`src/rtl/fft_bitrev_loader_if.sv`:
```
// Stream interface of the FFT bit-reverse input loader: a valid/ready
// sample stream in, a valid/ready butterfly operand-pair stream out.
// The loader connects through the slave modport, its environment through
// the master modport.
interface fft_bitrev_loader_if #(
    parameter int N         = 8,
    parameter int WORD_SIZE = 32
) ();
    localparam int TW_IDX_SIZE = $clog2(N);
    localparam int PAIR_W      = TW_IDX_SIZE - 1;

    logic                   in_valid;
    logic                   in_ready;
    logic [WORD_SIZE-1:0]   in_data;
    logic                   out_valid;
    logic                   out_ready;
    logic [WORD_SIZE-1:0]   num1;
    logic [WORD_SIZE-1:0]   num2;
    logic [TW_IDX_SIZE-1:0] twiddle_index;
    logic [PAIR_W-1:0]      pair_idx;
    logic                   out_last;

    modport master (
        output in_valid, in_data, out_ready,
        input  in_ready, out_valid, num1, num2, twiddle_index, pair_idx, out_last
    );

    modport slave (
        input  in_valid, in_data, out_ready,
        output in_ready, out_valid, num1, num2, twiddle_index, pair_idx, out_last
    );
endinterface

```
`src/rtl/fft_bitrev_loader.sv`:
```
// Ping-pong input staging buffer ahead of the first 2-point butterfly stage.
// Samples arrive in natural time order; each frame of N samples is written
// into one of two banks, then read back as N/2 adjacent operand pairs.
// Build option: define FFT_BITREV_EN to store samples at bit-reversed
// addresses (decimation-in-time stage 1); leave it undefined for natural
// order storage (decimation-in-frequency pipelines).
module fft_bitrev_loader #(
    parameter int N         = 8,
    parameter int WORD_SIZE = 32
) (
    input  logic                clk,
    input  logic                rst,
    fft_bitrev_loader_if.slave  bus
);
    localparam int TW_IDX_SIZE = $clog2(N);
    localparam int PAIR_W      = TW_IDX_SIZE - 1;
    localparam logic [TW_IDX_SIZE-1:0] LAST_WR   = TW_IDX_SIZE'(N - 1);
    localparam logic [PAIR_W-1:0]      LAST_PAIR = PAIR_W'(N / 2 - 1);

    logic [WORD_SIZE-1:0]   bank_mem [2][N];
    logic [1:0]             full;
    logic                   wr_bank;
    logic                   rd_bank;
    logic [TW_IDX_SIZE-1:0] wr_cnt;
    logic [PAIR_W-1:0]      rd_pair;

    logic                   accept;
    logic                   consume;
    logic [TW_IDX_SIZE-1:0] wr_addr;
    logic [TW_IDX_SIZE-1:0] rd_addr_even;
    logic [TW_IDX_SIZE-1:0] rd_addr_odd;

    // Storage address for the i-th sample of a frame.
    function automatic logic [TW_IDX_SIZE-1:0] addr_of(input logic [TW_IDX_SIZE-1:0] i);
`ifdef FFT_BITREV_EN
        logic [TW_IDX_SIZE-1:0] r;
        for (int b = 0; b < TW_IDX_SIZE; b++) begin
            r[b] = i[TW_IDX_SIZE-1-b];
        end
        return r;
`else
        return i;
`endif
    endfunction

    // Handshakes depend only on registered flags, so there is no
    // combinational path from out_ready to in_ready.
    assign accept       = bus.in_valid && !full[wr_bank];
    assign consume      = full[rd_bank] && bus.out_ready;
    assign wr_addr      = addr_of(wr_cnt);
    assign rd_addr_even = {rd_pair, 1'b0};
    assign rd_addr_odd  = {rd_pair, 1'b1};

    assign bus.in_ready      = !full[wr_bank];
    assign bus.out_valid     = full[rd_bank];
    assign bus.num1          = full[rd_bank] ? bank_mem[rd_bank][rd_addr_even] : '0;
    assign bus.num2          = full[rd_bank] ? bank_mem[rd_bank][rd_addr_odd]  : '0;
    assign bus.pair_idx      = rd_pair;
    assign bus.out_last      = full[rd_bank] && (rd_pair == LAST_PAIR);
    assign bus.twiddle_index = '0;

    // Sample write into the bank currently being filled.
    // NOTE: bank storage is deliberately not reset; its contents are only
    // ever observed through a set full flag, and the flags are reset.
    always_ff @(posedge clk) begin
        if (accept) begin
            bank_mem[wr_bank][wr_addr] <= bus.in_data;
        end
    end

    // Fill/drain bookkeeping: write counter, read pair and per-bank flags.
    // NOTE: non-blocking assignments let a fill completing on one bank and a
    // drain completing on the other both land on the same edge, each
    // touching only its own bit of full.
    always_ff @(posedge clk) begin
        if (rst) begin
            full    <= '0;
            wr_bank <= 1'b0;
            rd_bank <= 1'b0;
            wr_cnt  <= '0;
            rd_pair <= '0;
        end else begin
            if (accept) begin
                if (wr_cnt == LAST_WR) begin
                    full[wr_bank] <= 1'b1;
                    wr_bank       <= ~wr_bank;
                    wr_cnt        <= '0;
                end else begin
                    wr_cnt <= wr_cnt + 1'b1;
                end
            end
            if (consume) begin
                if (rd_pair == LAST_PAIR) begin
                    full[rd_bank] <= 1'b0;
                    rd_bank       <= ~rd_bank;
                    rd_pair       <= '0;
                end else begin
                    rd_pair <= rd_pair + 1'b1;
                end
            end
        end
    end
endmodule

```
`src/flat_wrapper.sv`:
```
// flat-port wrapper written by rule: the top's interface ports become plain ports
module fft_bitrev_loader_flat 
#(
    parameter int N         = 8,
    parameter int WORD_SIZE = 32
)
  (clk, rst, bus_in_valid, bus_in_data, bus_out_ready, bus_in_ready, bus_out_valid, bus_num1, bus_num2, bus_twiddle_index, bus_pair_idx, bus_out_last);
  fft_bitrev_loader_if #(.N(N), .WORD_SIZE(WORD_SIZE)) bus_i ();
  input  logic clk;
  input  logic rst;
  input wire logic [$bits(bus_i.in_valid)-1:0] bus_in_valid;
  input wire logic [$bits(bus_i.in_data)-1:0] bus_in_data;
  input wire logic [$bits(bus_i.out_ready)-1:0] bus_out_ready;
  output wire logic [$bits(bus_i.in_ready)-1:0] bus_in_ready;
  output wire logic [$bits(bus_i.out_valid)-1:0] bus_out_valid;
  output wire logic [$bits(bus_i.num1)-1:0] bus_num1;
  output wire logic [$bits(bus_i.num2)-1:0] bus_num2;
  output wire logic [$bits(bus_i.twiddle_index)-1:0] bus_twiddle_index;
  output wire logic [$bits(bus_i.pair_idx)-1:0] bus_pair_idx;
  output wire logic [$bits(bus_i.out_last)-1:0] bus_out_last;
  assign bus_i.in_valid = bus_in_valid;
  assign bus_i.in_data = bus_in_data;
  assign bus_i.out_ready = bus_out_ready;
  assign bus_in_ready = bus_i.in_ready;
  assign bus_out_valid = bus_i.out_valid;
  assign bus_num1 = bus_i.num1;
  assign bus_num2 = bus_i.num2;
  assign bus_twiddle_index = bus_i.twiddle_index;
  assign bus_pair_idx = bus_i.pair_idx;
  assign bus_out_last = bus_i.out_last;
  fft_bitrev_loader #(.N(N), .WORD_SIZE(WORD_SIZE)) u_core (.clk(clk), .rst(rst), .bus(bus_i));
endmodule
```
`config.mk`:
```
export PLATFORM = sky130hd
export DESIGN_NAME = fft_bitrev_loader_flat
export DESIGN_NICKNAME = d
export VERILOG_FILES = /design/src/rtl/fft_bitrev_loader_if.sv /design/src/rtl/fft_bitrev_loader.sv /design/src/flat_wrapper.sv
export SDC_FILE = /design/constraint.sdc
export NUM_CORES = 1
export LEC_CHECK = 0
export ABC_AREA = 1
export CORE_MARGIN = 3
export CORE_UTILIZATION = 30
export CTS_CLUSTER_DIAMETER = 30
export CTS_CLUSTER_SIZE = 10
export DETAILED_ROUTE_END_ITERATION = 8
export PLACE_DENSITY = 0.56
export RECOVER_POWER = 25
export REMOVE_ABC_BUFFERS = 1
export SYNTH_ARGS = -nofsm -noshare
export SYNTH_HDL_FRONTEND = slang
export SYNTH_SLANG_ARGS = --single-unit
```
`constraint.sdc`:
```
create_clock -name clk -period 4.6 [get_ports clk]
set_input_delay 0.92 -clock clk [delete_from_list [all_inputs] [get_ports clk]]
set_output_delay 0.92 -clock clk [all_outputs]
set_load 0.01 [all_outputs]
```
After elaboration in Yosys (flattened, before gate mapping)
Memory sizes are Yosys's and may differ from the RTL's. A register that Yosys moved wholly into a read port is not among the register bits.
Index checks and enable logic that the tools add are counted.

storage, ports and cells
  register bits after elaboration = 9
  memory bits (writable) = 512
  bits of input ports = 36
  output and inout port bits = 72
  word-level logic and storage cells = 64
  memories kept = 1

memories
  name             words  bits a word  rd ports  clocked after Yosys merged registers in  write ports  RTL line                 RTL
  u_core.bank_mem  2      256          1         1                                        1            fft_bitrev_loader.sv:20  logic [WORD_SIZE-1:0] bank_mem [2][N];

operators by class
  add/sub/neg operators = 2
  order comparisons = 8
  eq/ne operators = 2
  muxes and demuxes = 29
  bitwise gates (word level) = 8
  reduce and logical (&&, ||, !) cells = 9

operators by type and width
  operator                                                     number
  2-to-1 mux 256 bit                                           1
  2-to-1 mux 32 bit                                            7
  binary-select mux 32 bit (select 3 bit)                      2
  demux 32 bit (select 3 bit)                                  1
  >= comparator 4 bit (second input constant)                  3
  2-to-1 mux 2 bit                                             6
  inverter 3 -> 4 bit                                          3
  2-to-1 mux 1 bit                                             9
  logical AND 1 bit                                            6
  less-than comparator 1 x 2 -> 1 bit (second input constant)  2
  less-than comparator 4 x 1 -> 1 bit (second input constant)  1
  AND reduction 2 bit                                          2
  adder 3 x 1 -> 3 bit (second input constant)                 1
  == test 3 bit (second input constant)                        1
  2-to-1 mux 3 bit                                             1
  adder 2 x 1 -> 2 bit (second input constant)                 1
  AND 2 bit                                                    1
  demux 1 bit (select 1 bit)                                   2
  == test 2 bit (second input constant)                        1
  >= comparator 1 bit (second input constant)                  2
  inverter 1 bit                                               2
  inverter 2 bit                                               1
  bitwise OR 2 bit                                             1
  logical NOT 1 bit                                            1

Depth between registers and ports, before layout
  depth in word-level cells = 11
  depth in mapped cells = 9
  depth with buffers taken out = 7

Least setup slack after synthesis
OpenSTA, ideal clock, no wires.

  path type = input to register
  from = input port bus_in_valid
  to = memory u_core.bank_mem[0][100] (netlist name), enable pin
  library setup time = 501 ps
  arrival = 4288 ps
  data required time = 4099 ps
  path slack = -190 ps
  cell stages on the path = 3
  buffers on the path = 1
  cell sequence = nand3_2 buf_2 nor4_1

on the way
  longest elaborated chain between the ends = 3

ends and longest elaborated chain
  element                                   RTL line                 RTL
  start: declaration                        flat_wrapper.sv:11       input wire logic [$bits(bus_i.in_valid)-1:0] bus_in_valid;
  logical AND 1 bit                         fft_bitrev_loader.sv:48  assign accept = bus.in_valid && !full[wr_bank];
  2-to-1 mux 1 bit                          fft_bitrev_loader.sv:66  if (accept) begin
  2-to-1 mux 256 bit (implied by the code)  fft_bitrev_loader.sv:67  bank_mem[wr_bank][wr_addr] <= bus.in_data;
  end: declaration                          fft_bitrev_loader.sv:20

No other way between the ends.

Worst setup path in the final report
  from = register u_core.rd_pair[0], in the netlist u_core.bus.pair_idx[0]
  to = output port bus_num2[6]

on the way
  longest elaborated chain between the ends = 5

ends and longest elaborated chain
  element                                               RTL line                 RTL
  start: declaration                                    fft_bitrev_loader.sv:25  logic [PAIR_W-1:0] rd_pair;
  start signal: assignment                              fft_bitrev_loader.sv:98  rd_pair <= rd_pair + 1'b1;
  inverter 3 -> 4 bit (implied by the code)             fft_bitrev_loader.sv:57  assign bus.num2 = full[rd_bank] ? bank_mem[rd_bank][rd_addr_odd] : '0;
  binary-select mux 32 bit (select 3 bit)               fft_bitrev_loader.sv:57
  2-to-1 mux 32 bit (implied by the code) (2 in a row)  fft_bitrev_loader.sv:57
  2-to-1 mux 32 bit                                     fft_bitrev_loader.sv:57
  end: declaration                                      flat_wrapper.sv:17       output wire logic [$bits(bus_i.num2)-1:0] bus_num2;

No other way between the ends. The select of a mux whose other input is x is not followed.

==> results.md <==
* Outcome: finished, final reports clean
* Count of input and output buffers at 104
* Final Skew at 17.8 ps
* Worst skew pair latency at 640 ps
* Vias in the first global route at 14.9k
* Via/cell ratio at 4.24
* Number of flops mapped to enable cells by yosys at 512
* FMAX at 243 MHz
* Die area at 80,500 sq um
* Leading area contributor after synthesis: edfxtp_1
* Final #Nets at 2,501
* I/O Pins at 108
* Count leader, synth: nand2_1
* PD cells at 458 nW/um^2
* Post-route ant nets at 0
* Crit end category: primary output
* CTS Buf Count at 104
* Total track usage at 13.8%
* Die W at 284 um
* Ys Warns at 0
* First-pass GRT wire length at 86,700 um
* Post-Layout Cell Count at 3,584
* Share of cells above drive strength 1 at 9.13%
* Max_cap viols at 0
* Peak supply drop at 282 uV
* Row count at 101
* Vias at 15.2k
* Initial core utilization at 30.3%
* HPWL after DPL at 30,100 um
* Pwr Total at 0.0132 W
* Setup crit start kind: register
* Critical Path Fanout Max at 84
* # DRC at 0
* Routed WL at 55,300 um
* Placed insts at 3,386
* CTS Sinks at 522
* Top post-synthesis cells by area: edfxtp_1, nand2_1, inv_1
* Grt ovf at 0
* Max_slew headroom at 29.2%
* Largest net degree at the start of global routing at 193
* RSZ-0062 raised after global routing: false
* Final hold violation count at 0
* Kind of critical path: register to primary output
* H-tree depth at 3
* Clock Path Buffers at 3
* Cts repair resizes at 0
* Leak at 12.1 nW
* TritonCTS clock tree: yes
* Reg-to-reg slack, setup at 1500 ps
* Post CTS Setup Buffer Count at 0
* Period minus WS final at 4120 ps
* Final period util at 89.6%
* Slew Limit Fails at 0
* Initial antenna violation count at 5
* Core Area at 76,200 sq um
* Setup violators final at 0
* Main flop type after synthesis: edfxtp_1
* Chip height at 284 um
* Top post-synthesis cells by count: nand2_1, inv_1, edfxtp_1
* CTS Hold Bufs at 0
* Yosys top cell area share at 66.5%
* Post-Syn Instances at 2,327
* Yosys cell types at 20
* Layout area overhead at 24.9%
* Worst Path Required at 3680 ps
* Worst-margin pin slew at 1060 ps
* Root buffer cell: clkbuf_16
* TritonRoute pass-1 iters at 5
* Syn_area_per_cell at 9.94 sq um
* Reg clk slew, reported paths at 50 ps
* Worst Path Arrival at 3200 ps
* FF+latch count, synth at 522
* GP Congestion at 0.715
* Routed wire per std cell at 15.4 um
* Ys async rst share at 0%
* Netlist Area Pre-Place at 23,100 sq um
* Sequential element share of the synthesized area at 67.3%
* Worst hold path class: register to register
* Post-layout util at 37.9%
* DRT iter0 DRCs at 1,021
## registers in the layout, summed over array words and instances (netlist names), named ones only
register and cells:
u_core.rd_bank 1, u_core.wr_addr 3, u_core.bus.pair_idx 2, u_core.wr_bank 1
u_core.full 2, u_core.bank_mem 512
## critical path: stages (launching register included)
cell	delay (ps)
dfxtp_4	820
buf_12	480
nand3_1	140
nand3_1	100
nand2_1	60
nor2_1	280
clkdlybuf4s50_1	610
## metal layers
layer | GRT usage [%] | wire length (um) | vias to the layer above
met5 | 0 | 44 | -
met4 | 4.69 | 1120 | 6
met3 | 3.06 | 3010 | 70
met2 | 22.2 | 25700 | 324
met1 | 18.4 | 25400 | 7182
li1 | - | - | 7599
## where the power goes
group,leakage [nW],internal (W),switching (W)
sequential,4.71,0.00531,0.0000182
combinational,5.69,0.0000787,0.000194
clock,1.74,0.00511,0.00251
## final cells by class
class,count,area (sq um)
clock buffer,114,2640
clock inverter,82,985
timing repair buffer,141,1420
fill,7310,47300
multi-input combinational,1167,4970
tap,1030,1290
inverter,526,1980
sequential,522,15600
antenna,2,5.00
## through the flow
stage | instance area, sq um | hold WS, ps | setup TNS (ps) | setup WS [ps]
CTS | 28900 | 549 | 0 | 413
floorplan | 22400 | 497 | -294210 | -4160
finish | 28900 | 541 | 0 | 479
global placement | 25300 | 528 | 0 | 1010
detailed placement | 25300 | 537 | 0 | 951
global route | 28900 | 598 | 0 | 286
## cell families after synthesis
logic type / Yosys count / synth area share (%)
adders and majority gates: 3 / 0.162
other: 1 / 0.0162
and+or+nand+nor: 1152 / 20.6
AOI/OAI and AO/OA: 9 / 0.206
buffers and inverters: 640 / 11.7
DFF: 522 / 67.3
## worst paths after layout
check / startpoint / cells after the start / end
worst max register to register: u_core.wr_bank$_SDFFE_PP0P_ / 9 / u_core.bank_mem[0][64]$_DFFE_PP_
worst min register to register: u_core.full[0]$_SDFF_PP0_ / 2 / u_core.full[0]$_SDFF_PP0_
worst max-delay path: u_core.bus.pair_idx[0]$_SDFFE_PP0N_ / 6 / bus_num2[6]
worst min-delay path: u_core.full[0]$_SDFF_PP0_ / 2 / u_core.full[0]$_SDFF_PP0_
## placed cells by master (no fill, tap or decap), types with 12 or more instances in the layout
cell type | netlist | layout
buf_4 | 9 | 29
bufinv_16 | 0 | 17
clkbuf_16 | 0 | 104
clkdlybuf4s50_1 | 0 | 85
clkinv_1 | 0 | 15
clkinv_2 | 0 | 21
clkinvlp_4 | 0 | 12
dlygate4sd3_1 | 0 | 19
edfxtp_1 | 512 | 512
inv_1 | 523 | 523
nand2_1 | 659 | 658
nand3_1 | 323 | 323
nor2_1 | 160 | 150
Power figures use the tool's default switching activity.
